<file path="config.mk">
export PLATFORM = sky130hd
export DESIGN_NAME = hub75_init_injector
export DESIGN_NICKNAME = d
export VERILOG_FILES = /design/src/rtl/hub75_init_injector.sv
export SDC_FILE = /design/constraint.sdc
export NUM_CORES = 1
export LEC_CHECK = 0
export ABC_AREA = 1
export CORE_MARGIN = 4
export CORE_UTILIZATION = 42
export CTS_CLUSTER_DIAMETER = 100
export DETAILED_ROUTE_END_ITERATION = 16
export GPL_TIMING_DRIVEN = 0
export PLACE_DENSITY = 0.87
export SYNTH_ARGS = -nofsm -noshare
export SYNTH_HDL_FRONTEND = slang
export SYNTH_SLANG_ARGS = --single-unit
</file>
<file path="constraint.sdc">
create_clock -name clk -period 2.19 [get_ports clk]
set_clock_uncertainty 0.1 [all_clocks]
set_input_delay 0.657 -clock clk [delete_from_list [all_inputs] [get_ports clk]]
set_output_delay 0.657 -clock clk [all_outputs]
set_load 0.01 [all_outputs]
</file>
<file path="src/rtl/hub75_init_injector.sv">
// rtl/hub75_init_injector.sv - one-shot FM6126A register injection ahead of the HUB75 PHY
module hub75_init_injector #(
    parameter int          N_BANKS = 2,
    parameter int          N_ROWS  = 32,
    parameter int          N_COLS  = 64,
    parameter int          N_CHANS = 3,
    parameter logic [15:0] INIT_R1 = 16'h7FFF,
    parameter logic [15:0] INIT_R2 = 16'h0040
) (
    input  logic                         clk,
    input  logic                         rst,
    input  logic                         phy_in_addr_inc,
    input  logic                         phy_in_addr_rst,
    input  logic [$clog2(N_ROWS)-1:0]    phy_in_addr,
    input  logic [N_BANKS*N_CHANS-1:0]   phy_in_data,
    input  logic                         phy_in_clk,
    input  logic                         phy_in_le,
    input  logic                         phy_in_blank,
    output logic                         phy_out_addr_inc,
    output logic                         phy_out_addr_rst,
    output logic [$clog2(N_ROWS)-1:0]    phy_out_addr,
    output logic [N_BANKS*N_CHANS-1:0]   phy_out_data,
    output logic                         phy_out_clk,
    output logic                         phy_out_le,
    output logic                         phy_out_blank,
    input  logic                         scan_go_in,
    output logic                         scan_go_out,
    input  logic                         scan_rdy_in,
    output logic                         scan_rdy_out,
    input  logic                         bcm_rdy_in
);

    localparam int DW       = N_BANKS * N_CHANS;
    localparam int AW       = $clog2(N_ROWS);
    localparam int CW       = $clog2(N_COLS);
    localparam int LE1_TAIL = 11;
    localparam int LE2_TAIL = 12;
    localparam int GAP_LEN  = 4;

    typedef enum logic [2:0] {
        WAIT = 3'd0,
        REG1 = 3'd1,
        GAP1 = 3'd2,
        REG2 = 3'd3,
        GAP2 = 3'd4,
        DONE = 3'd5
    } state_t;

    state_t          state_q;
    logic [CW-1:0]   cnt_q;
    logic            clk_q;
    logic            le_q;
    logic [DW-1:0]   data_q;

    // Register bits are sent MSB-first, the 16-bit word repeating across the row.
    function automatic logic [DW-1:0] col_data(input logic [15:0] r, input logic [CW-1:0] c);
        logic [3:0] idx;
        idx = 4'((N_COLS - 1) - 32'(c));
        return {DW{r[idx]}};
    endfunction

    // LE is held for the last 'tail' columns; the tail length selects the register.
    function automatic logic col_le(input logic [CW-1:0] c, input int tail);
        return 32'(c) >= 32'(N_COLS - tail);
    endfunction

    // Sequencer: output registers are loaded with the values for the state being entered.
    always_ff @(posedge clk) begin
        if (rst) begin
            state_q <= WAIT;
            cnt_q   <= '0;
            clk_q   <= 1'b0;
            le_q    <= 1'b0;
            data_q  <= '0;
        end else begin
            case (state_q)
                WAIT: begin
                    if (scan_rdy_in && bcm_rdy_in) begin
                        state_q <= REG1;
                        cnt_q   <= '0;
                        clk_q   <= 1'b1;
                        le_q    <= col_le('0, LE1_TAIL);
                        data_q  <= col_data(INIT_R1, '0);
                    end
                end
                REG1: begin
                    if (cnt_q == CW'(N_COLS - 1)) begin
                        state_q <= GAP1;
                        cnt_q   <= '0;
                        clk_q   <= 1'b0;
                        le_q    <= 1'b0;
                        data_q  <= '0;
                    end else begin
                        cnt_q   <= cnt_q + 1'b1;
                        le_q    <= col_le(cnt_q + 1'b1, LE1_TAIL);
                        data_q  <= col_data(INIT_R1, cnt_q + 1'b1);
                    end
                end
                GAP1: begin
                    if (cnt_q == CW'(GAP_LEN - 1)) begin
                        state_q <= REG2;
                        cnt_q   <= '0;
                        clk_q   <= 1'b1;
                        le_q    <= col_le('0, LE2_TAIL);
                        data_q  <= col_data(INIT_R2, '0);
                    end else begin
                        cnt_q   <= cnt_q + 1'b1;
                    end
                end
                REG2: begin
                    if (cnt_q == CW'(N_COLS - 1)) begin
                        state_q <= GAP2;
                        cnt_q   <= '0;
                        clk_q   <= 1'b0;
                        le_q    <= 1'b0;
                        data_q  <= '0;
                    end else begin
                        cnt_q   <= cnt_q + 1'b1;
                        le_q    <= col_le(cnt_q + 1'b1, LE2_TAIL);
                        data_q  <= col_data(INIT_R2, cnt_q + 1'b1);
                    end
                end
                GAP2: begin
                    if (cnt_q == CW'(GAP_LEN - 1)) begin
                        state_q <= DONE;
                        cnt_q   <= '0;
                    end else begin
                        cnt_q   <= cnt_q + 1'b1;
                    end
                end
                default: begin
                    state_q <= DONE;
                end
            endcase
        end
    end

    // Output mux: transparent once done, otherwise the injector owns the bus and blanks the panel.
    always_comb begin
        if (state_q == DONE) begin
            phy_out_addr_inc = phy_in_addr_inc;
            phy_out_addr_rst = phy_in_addr_rst;
            phy_out_addr     = phy_in_addr;
            phy_out_data     = phy_in_data;
            phy_out_clk      = phy_in_clk;
            phy_out_le       = phy_in_le;
            phy_out_blank    = phy_in_blank;
            scan_go_out      = scan_go_in;
            scan_rdy_out     = scan_rdy_in;
        end else begin
            phy_out_addr_inc = 1'b0;
            phy_out_addr_rst = 1'b0;
            phy_out_addr     = '0;
            phy_out_data     = data_q;
            phy_out_clk      = clk_q;
            phy_out_le       = le_q;
            phy_out_blank    = 1'b1;
            scan_go_out      = 1'b0;
            scan_rdy_out     = 1'b0;
        end
    end

    logic [AW-1:0] unused_aw;
    assign unused_aw = '0;

endmodule

</file>
==> summary.txt <==
PwrDens -> 724 nW/µm²
Initial Util -> 0.462
port bufs -> 37
Mapped Nets -> 185
CP Depth -> 4
leak pwr -> 0.775 nW
M3 GR Usage -> 0.0742
post-place setup slack -> -0.404 ns
vias in the first global route -> 1094
Worst path max stage delay -> 0.46 ns
GRT Overall Usage -> 0.185
total CTS buffers -> 3
Total Die Area -> 3090 µm²
routed len/inst -> 12.2 µm
Mapped Cells -> 161
final wirelength -> 2.86 mm
CP delay by family, top -> buffers and inverters
Critical path origin -> phy_in_data[0]
DRT iter0 DRCs -> 43
detailed-route DRC error count -> 0
Yosys reg bits -> 12
Max Cap Viol -> 0
CP max FO -> 1
Main synth FF type -> dfxtp_1
Clock Path Buffers -> 2
Crit path required time -> 1.43 ns
Total Nets Final -> 233
slew margin rel. -> 0.750
core box area -> 2060 µm²
Final Hold Fails -> 0
Die Ht -> 55.6 µm
worst r2r dst -> state_q[0]
Sum Neg Setup Slack -> 0 ns
Peak VDD IR -> 673 µV
Power Total -> 1.02 mW
FF-to-FF path depth -> 9
Worst path most repeated cell -> nand2_1
Slew Limit Fails -> 0
Synth Warn # -> 0
DIE WIDTH -> 55.6 µm
drt first pass iters -> 4
CTS sink count -> 12
Inserted Diodes -> 0
R2R Path Start -> cnt_q[1]
f_max -> 458 MHz
Slowest cell on crit path -> clkdlybuf4s50_1
Worst-Skew Late Latency -> 0.30 ns
Synth cell types -> 26
syn_area_per_cell -> 5.91 µm²
CP Launch Type -> primary input
Critical Path Sink -> phy_out_data[0]
Worst Setup End Kind -> output pin
HP Class -> flop to flop
share of layout cells above drive strength 1 -> 0.255
period utilisation layout -> 0.997
Post-DRT Antenna Nets -> 0
remaining global-route overflow -> 0
Clock transition at path regs -> 0.08 ns
RSZ-0062 raised after global routing -> true
met1 Usage GRT -> 0.199
status -> complete, no violations
EDFF count, synth -> 0
CTS root buffer -> clkbuf_4
Mapped Area -> 952 µm²
CP cell instances -> clkdlybuf4s50_1 > nand2_1 > nand2_1 > clkdlybuf4s15_2
Syn-to-layout area delta -> 47.6%
Reg2Reg Setup Slack -> 0.53 ns
Final Setup Violations -> 0
DR vias -> 1173
FP Rows -> 16
Post-DP HPWL -> 2.11 mm
global-route wire length before repair -> 4.66 mm
crit path DAT -> 1.43 ns
vias per cell -> 4.99
CP Buf/Inv Count -> 2
GP Congestion -> 0.872
Seq/Total Area, Yosys -> 0.252
CTS tree -> yes
num ports -> 39
setup ws final -> 0.00742 ns
met2 Use GR -> 0.318
initial antenna violation count -> 0
largest net degree at the start of global routing -> 11
CP Class -> primary input to output pin
min cycle time layout -> 2.18 ns
Fill cells -> 185
measured slew at the worst slew-check pin -> 0.374 ns
GRT Max-Usage Layer -> met2
Synth async-reset ratio -> 0
H-tree Lvls -> 1
[area by class of cell]
type	instances	area (µm²)	share of cell area
tap	27	33.8	0.0240
timing repair buffer	43	350	0.249
multi-input combinational	115	599	0.427
clock buffer	4	36.3	0.0258
buffer	2	15.0	0.0107
inverter	32	124	0.0882
sequential	12	246	0.175
[power breakdown]
part	total, mW	internal (mW)	switching [mW]
Combinational	0.518	0.209	0.309
Clock	0.190	0.102	0.0881
Sequential	0.310	0.263	0.0467
Total	1.02	0.574	0.444
[cell usage after synthesis (2+ instances only)]
master / number / area share
inv_1: 30 / 0.12
nor2_1: 16 / 0.063
o21ai_0: 4 / 0.021
a21oi_1: 12 / 0.063
nand2_4: 3 / 0.035
nor2_2: 2 / 0.013
dfxtp_1: 12 / 0.25
nand4_1: 3 / 0.020
nand2_1: 54 / 0.21
nand3_1: 7 / 0.037
ha_1: 3 / 0.039
[worst min path at each step]
stage / startpoint / endpoint / slack [ns] / depth (start not counted)
final: le_q / le_q / 0.37 / 2
after global routing: le_q / le_q / 0.39 / 2
after CTS: le_q / le_q / 0.37 / 2
after detailed placement: le_q / le_q / 0.36 / 2
after global placement: le_q / le_q / 0.36 / 2
after floorplan: le_q / le_q / 0.34 / 2
[worst reg2reg max path: cells and delay by family (launching register included)]
family	cells	cell delay, ns
buf+inv	1	0.08
compound gates	1	0.13
flops	1	0.46
simple gates	6	0.55
fa+ha+maj	1	0.29
[repair_timing]
action,CTS,global route
resized for setup,82,9
pin swaps,1,2
endpoints found under the setup margin,18,9
cloned,0,0
hold buffers,0,0
buffers inserted,3,3
[layout by cell type, fill, tap and decap left out, types with 2 or more instances in the layout]
master | netlist | routed
nand2_2 | 1 | 2
a21oi_1 | 12 | 12
nand2_4 | 3 | 3
buf_6 | 0 | 4
dfxtp_2 | 0 | 2
nor2_2 | 2 | 7
o21ai_0 | 4 | 4
nand4_1 | 3 | 3
nand2_1 | 54 | 53
clkdlybuf4s50_1 | 0 | 18
clkbuf_4 | 0 | 3
nand3_1 | 7 | 7
nor2_1 | 16 | 11
buf_2 | 1 | 15
dfxtp_1 | 12 | 9
inv_1 | 30 | 28
inv_2 | 1 | 2
buf_4 | 0 | 5
ha_1 | 3 | 3
[cell families after synthesis]
family | after synthesis | share of synthesized area
AND/OR/NAND/NOR | 93 | 0.465
buffers and inverters | 34 | 0.137
AO/OA/AOI/OAI | 18 | 0.0972
flip-flops | 12 | 0.252
adder cells (fa/ha/maj) | 3 | 0.0394
XOR/XNOR | 1 | 0.00920
[routing by layer]
metal / up-vias / wire (µm)
li1: 588 / -
met1: 492 / 1130
met2: 83 / 1310
met3: 10 / 374
met4: 0 / 48
met5: - / 0
[registers in the layout, summed over array words and instances, names as in the netlist]
signal   count
cnt_q        6
state_q      3
clk_q        1
data_q       1
le_q         1
[per-stage QoR]
step / utilization / hold WS [ns] / std cells / cell area, µm²
4_1_cts: 0.662 / 0.370 / 232 / 1370
2_1_floorplan: - / 0.344 / 161 / 952
6_report: 0.681 / 0.365 / 235 / 1410
3_3_place_gp: 0.658 / 0.357 / 225 / 1360
5_1_grt: 0.681 / 0.395 / 235 / 1410
3_5_place_dp: 0.658 / 0.358 / 225 / 1360
Power figures use the tool's default switching activity.
